### src/rtl/stack_pkg.sv
// Shared command encoding and modulo-DEPTH pointer helpers for the stack block.
package stack_pkg;

  typedef enum logic [1:0] {
    CMD_NOP  = 2'b00,
    CMD_PUSH = 2'b01,
    CMD_POP  = 2'b10,
    CMD_GET  = 2'b11
  } cmd_e;

  // Advance a ring pointer, wrapping at depth with an explicit compare so
  // non-power-of-two depths work.
  function automatic int unsigned ptr_inc(input int unsigned ptr, input int unsigned depth);
    return (ptr == depth - 1) ? 0 : ptr + 1;
  endfunction

  // Step a ring pointer back, wrapping from 0 to depth-1.
  function automatic int unsigned ptr_dec(input int unsigned ptr, input int unsigned depth);
    return (ptr == 0) ? depth - 1 : ptr - 1;
  endfunction

endpackage

### src/rtl/stack_ram.sv
// DEPTH x WIDTH register array: one synchronous write port, one combinational
// read port. The array is deliberately not reset.
module stack_ram #(
  parameter int unsigned WIDTH = 4,
  parameter int unsigned DEPTH = 5,
  parameter int unsigned AW    = 3
) (
  input  logic             i_clk,
  input  logic             i_we,
  input  logic [AW-1:0]    i_waddr,
  input  logic [WIDTH-1:0] i_wdata,
  input  logic [AW-1:0]    i_raddr,
  output logic [WIDTH-1:0] o_rdata
);

  logic [WIDTH-1:0] r_mem [DEPTH];

  // Write the addressed entry on the rising edge when enabled.
  always_ff @(posedge i_clk) begin
    if (i_we) r_mem[i_waddr] <= i_wdata;
  end

  assign o_rdata = r_mem[i_raddr];

endmodule

### src/rtl/stack_behaviour_param.sv
// Parametrised LIFO with registered read data, occupancy flags, sticky error
// and optional ring-overwrite on push when full.
module stack_behaviour_param
  import stack_pkg::*;
#(
  parameter  int unsigned WIDTH = 4,
  parameter  int unsigned DEPTH = 5,
  parameter  int unsigned WRAP  = 0,
  localparam int unsigned IDX_W = (DEPTH > 1) ? $clog2(DEPTH) : 1,
  localparam int unsigned CW    = $clog2(DEPTH + 1)
) (
  input  logic             CLK,
  input  logic             RESET,
  input  logic [1:0]       COMMAND,
  input  logic [IDX_W-1:0] INDEX,
  input  logic [WIDTH-1:0] I_DATA,
  output logic [WIDTH-1:0] O_DATA,
  output logic             O_VALID,
  output logic [CW-1:0]    COUNT,
  output logic             FULL,
  output logic             EMPTY,
  output logic             ERROR
);

  logic [IDX_W-1:0] r_top;
  logic [CW-1:0]    r_count;
  logic             r_full;
  logic             r_empty;
  logic             r_error;
  logic             r_valid;
  logic [WIDTH-1:0] r_data;

  cmd_e             w_cmd;
  logic             w_get_ok;
  logic [IDX_W-1:0] w_off;
  logic [IDX_W:0]   w_sum;
  logic [IDX_W-1:0] w_rd_addr;
  logic [WIDTH-1:0] w_rdata;
  logic             w_we;
  logic [IDX_W-1:0] w_top_nxt;
  logic [CW-1:0]    w_cnt_nxt;
  logic             w_err_nxt;
  logic             w_valid_nxt;
  logic [WIDTH-1:0] w_data_nxt;

  assign w_cmd    = cmd_e'(COMMAND);
  assign w_get_ok = (CW'(INDEX) < r_count);

  // Read address = (TOP-1-k) mod DEPTH; k is 0 for POP, INDEX for a legal GET.
  // Adding DEPTH-1 first keeps the sum non-negative, so one compare-subtract wraps it.
  always_comb begin
    w_off = '0;
    if (w_cmd == CMD_GET && w_get_ok) w_off = INDEX;
    w_sum = {1'b0, r_top} + (IDX_W+1)'(DEPTH - 1) - {1'b0, w_off};
    if (w_sum >= (IDX_W+1)'(DEPTH)) w_rd_addr = IDX_W'(w_sum - (IDX_W+1)'(DEPTH));
    else                            w_rd_addr = IDX_W'(w_sum);
  end

  stack_ram #(
    .WIDTH (WIDTH),
    .DEPTH (DEPTH),
    .AW    (IDX_W)
  ) u_ram (
    .i_clk   (CLK),
    .i_we    (w_we && !RESET),
    .i_waddr (r_top),
    .i_wdata (I_DATA),
    .i_raddr (w_rd_addr),
    .o_rdata (w_rdata)
  );

  // Decode the command into next pointer, count, error and output values.
  always_comb begin
    w_we        = 1'b0;
    w_top_nxt   = r_top;
    w_cnt_nxt   = r_count;
    w_err_nxt   = r_error;
    w_valid_nxt = 1'b0;
    w_data_nxt  = r_data;
    case (w_cmd)
      CMD_PUSH: begin
        if (!r_full) begin
          w_we      = 1'b1;
          w_top_nxt = IDX_W'(ptr_inc(32'(r_top), DEPTH));
          w_cnt_nxt = r_count + CW'(1);
        end else if (WRAP != 0) begin
          w_we      = 1'b1;
          w_top_nxt = IDX_W'(ptr_inc(32'(r_top), DEPTH));
        end else begin
          w_err_nxt = 1'b1;
        end
      end
      CMD_POP: begin
        if (!r_empty) begin
          w_data_nxt  = w_rdata;
          w_valid_nxt = 1'b1;
          w_top_nxt   = IDX_W'(ptr_dec(32'(r_top), DEPTH));
          w_cnt_nxt   = r_count - CW'(1);
        end else begin
          w_err_nxt = 1'b1;
        end
      end
      CMD_GET: begin
        if (w_get_ok) begin
          w_data_nxt  = w_rdata;
          w_valid_nxt = 1'b1;
        end else begin
          w_err_nxt = 1'b1;
        end
      end
      default: ;
    endcase
  end

  // Register control state and outputs; reset overrides any command.
  always_ff @(posedge CLK) begin
    if (RESET) begin
      r_top   <= '0;
      r_count <= '0;
      r_full  <= 1'b0;
      r_empty <= 1'b1;
      r_error <= 1'b0;
      r_valid <= 1'b0;
      r_data  <= '0;
    end else begin
      r_top   <= w_top_nxt;
      r_count <= w_cnt_nxt;
      r_full  <= (w_cnt_nxt == CW'(DEPTH));
      r_empty <= (w_cnt_nxt == '0);
      r_error <= w_err_nxt;
      r_valid <= w_valid_nxt;
      r_data  <= w_data_nxt;
    end
  end

  assign O_DATA  = r_data;
  assign O_VALID = r_valid;
  assign COUNT   = r_count;
  assign FULL    = r_full;
  assign EMPTY   = r_empty;
  assign ERROR   = r_error;

endmodule

### config.mk
export PLATFORM = sky130hd
export DESIGN_NAME = stack_behaviour_param
export DESIGN_NICKNAME = d
export VERILOG_FILES = /design/src/rtl/stack_pkg.sv /design/src/rtl/stack_ram.sv /design/src/rtl/stack_behaviour_param.sv
export SDC_FILE = /design/constraint.sdc
export NUM_CORES = 1
export LEC_CHECK = 0
export ABC_CLOCK_PERIOD_IN_PS = 4200
export BUFFER_PORTS_ARGS = -buffer_cell sky130_fd_sc_hd__buf_2
export CORE_MARGIN = 3
export CORE_UTILIZATION = 58
export CTS_CLUSTER_SIZE = 16
export DETAILED_ROUTE_END_ITERATION = 6
export GPL_TIMING_DRIVEN = 1
export MAX_ROUTING_LAYER = met4
export PLACE_DENSITY = 0.79
export SLEW_MARGIN = 20
export SYNTH_ARGS = -nofsm -noshare
export SYNTH_HDL_FRONTEND = slang
export SYNTH_SLANG_ARGS = --single-unit
### constraint.sdc
create_clock -name CLK -period 4.2 [get_ports CLK]
set_input_delay 0.63 -clock CLK [delete_from_list [all_inputs] [get_ports CLK]]
set_output_delay 0.63 -clock CLK [all_outputs]
set_load 0.02 [all_outputs]
==> flow_metrics.py <==
metrics = {
    "die": {
        "dieHeight_um": 64.59,
        "ioPinCount": 22,
        "start_util_pct": 63.13,
        "core_sq_um": 3153,
        "die_area_sq_um": 4171,
        "die_x_um": 64.59,
        "rows": 20,
    },
    "sta": {
        "fin_crit_sh_pct": 82.39,
        "setup_viol": 0,
        "min_period_ps": 3460,
        "skew_ps": 5.698,
        "rsz0062_at_grt": "no",
        "hold_violations": 0,
        "worstMarginPinSlew_ps": 778.9,
        "maxSlewHeadroom_pct": 47.59,
        "fmax_mhz": 289.0,
        "final_max_slew_viol_count": 0,
        "setup_tns_ps": 0,
    },
    "setup_path": {
        "start_kind": "register",
        "cp_cell_sequence": "inv_1, ha_1, nand2_1, o211a_1, and2_1, ha_1, inv_1, ha_1, mux4_2, mux2i_1, o221ai_1",
        "r2r_slack_ps": 740,
        "cp_top_family": "adder cells",
        "crit_fanout": 11,
        "worst-path-buf-inv": 2,
        "crit_type": "reg -> reg",
        "required_ps": 4410,
        "crit_slowest_cell": "mux4_2",
        "cp_common_cell": "ha_1",
        "crit_path_max_incr_delay_ps": 550,
        "crit_path_end_kind": "register",
        "r2r_end": "O_DATA[3]",
        "worstRegToRegCells": 11,
        "reg2reg_from": "COUNT[1]",
        "critPathArrivalTime_ps": 3670,
    },
    "clock_network": {
        "clock_sinks": 34,
        "cts_resized": 0,
        "post-cts-setup-buffer-count": 0,
        "clk_pin_slew_ps": 110,
        "clock_path_buffers": 2,
        "cts_tree": "yes",
        "numCtsBuffers": 5,
        "htreeDepth": 2,
        "insertion_delay_ps": 330,
        "ctsHoldBuffers": 0,
        "root_buffer": "clkbuf_4",
    },
    "power_and_ir_drop": {
        "power_density_nw_per_um2": 405.8,
        "power_uw": 902.2,
        "leakage_uw": 0.0009233,
        "max-vdd-ir-drop_v": 0.0002555,
    },
    "global_routing": {
        "grt_overflow_total": 0,
        "grt_pass1_vias": 1403,
        "grt_max_degree": 16,
        "antenna_found_initial": 0,
        "grt_pass1_wl_mm": 6.679,
        "track_usage_pct": 22.28,
    },
    "yosys": {
        "synth_edf_count": 20,
        "syn_nets": 193,
        "synthArstFlopShare_pct": 0,
        "synth-seq-cells": 34,
        "postSynthAreaPerCell_sq_um": 12.21,
        "synth_seq_area_share_pct": 44.25,
        "syn_inst": 163,
        "ys_types": 44,
        "yosys_most_used_dff": "edfxtp_1",
        "yosys_warnings": 0,
        "netlist_area_sq_um": 1991,
    },
    "finish": {
        "diodes": 0,
        "layout.nets": 217,
        "syn2layout_area_growth_pct": 11.69,
        "stdcell_area_sq_um": 2223,
        "drive_above_1_share_pct": 25.00,
        "final_cells": 232,
    },
    "detailed_routing": {
        "dr.max_layer_used": "met4",
        "vias": 1399,
        "detail_route.wl_per_cell_um": 17.38,
        "drc": 0,
        "drt-pass1-iter-count": 4,
        "drt-met1-wl_mm": 1.740,
        "drtIter0Drc": 98,
        "wl_mm": 4.032,
        "viasPerCell": 6.030,
        "dr_wl_met2_mm": 2.063,
        "wl_met3_um": 181,
        "drt.antenna.violating_nets": 0,
    },
    "worst_hold_path": {
        "min_from": "ERROR",
        "hold_depth": 1,
        "min_path_type": "reg -> reg",
        "hold_end": "ERROR",
    },
    "placed_design": {
        "port_buffers": 21,
        "dpl.hpwl_mm": 3.091,
        "dpl-instance-area_sq_um": 2117,
        "gp_congestion": 0.8159,
        "dp.cells": 224,
    },
    "run": {
        "cap_viol_max_count": 0,
    },
    "status": {
        "status": "finished clean",
    },
}
sequential cells by signal (all words and copies together) (netlist names):
signal	flops
COUNT	3
EMPTY	1
ERROR	1
FULL	1
O_DATA	4
O_VALID	1
r_top	3
u_ram.r_mem	20
power by group:
group          switching [uW]  internal, uW
sequential               12.6           368
clock                     115           186
combinational             120           100
worst max path at each step:
stage          slack, ps   endpoint     start  cells past startpoint
6_report             740  O_DATA[3]  COUNT[1]                     11
5_1_grt              440  O_DATA[1]  COUNT[1]                     11
4_1_cts              740  O_DATA[1]  COUNT[1]                     11
3_5_place_dp         430  O_DATA[1]  INDEX[2]                     12
3_3_place_gp         570  O_DATA[3]  INDEX[2]                     12
2_1_floorplan        850  O_DATA[0]  INDEX[2]                     12
placed cells by master, fill, tap and decap left out, types with 2 or more instances in the layout:
master and count:
ha_1 18, nand2b_1 5, nand4_1 2, o2111ai_1 4, and2_1 2, edfxtp_1 20
mux2i_1 6, nor4_1 2, mux4_2 8, a21oi_1 4, nor3_1 3, dfxtp_1 14
nor2_1 8, nand2_1 11, nor2b_1 8, o21a_1 2, o221ai_1 4, o211a_1 2
buf_2 21, bufinv_16 2, o21ai_0 2, clkbuf_4 5, inv_1 13
cells by family (layout without fill, tap and decap cells):
kind of cell             Yosys count  after routing  synth area share, %
flip-flops                        34             34                44.25
buffers and inverters             17             42                4.148
XOR/XNOR                           1              1               0.8173
adder cells (fa/ha/maj)           19             19                12.32
AND/OR/NAND/NOR                   47             47                12.95
multiplexers                      15             15                12.63
AO/OA/AOI/OAI                     30             30                12.89
final cells by class:
class	count	area [sq um]
timing repair buffer	21	105.1
tap	44	55.05
inverter	13	48.80
clock inverter	3	68.82
clock buffer	5	37.54
sequential	34	880.8
fill	241	929.6
multi-input combinational	112	1027
metal layers:
layer	up-vias	global-route usage, %
li1	660	-
met1	692	27.40
met2	42	35.82
met3	5	5.373
met4	0	8.443
met5	-	-
cell usage after synthesis (all sizes together), types with 3 or more instances:
cell type	n	area (sq um)
o2111ai	4	35.03
mux4	8	180.2
a21oi	4	20.02
inv	13	48.80
dfxtp	14	280.3
nor2b	9	63.81
buf	3	30.03
o221ai	4	35.03
nor2	8	30.03
nand2b	5	31.28
edfxtp	20	600.6
nand2	12	47.55
mux2i	6	60.06
nor3	3	15.01
ha	18	225.2
through the flow:
step	setup slack [ps]	hold slack, ps	utilization, %
2_1_floorplan	846.3	493.3	-
3_3_place_gp	570.7	444.3	67.14
3_5_place_dp	433.6	463.8	67.14
4_1_cts	739.7	489.8	70.52
5_1_grt	442.0	494.2	70.52
6_report	739.6	480.6	70.52
Power figures use the tool's default switching activity.
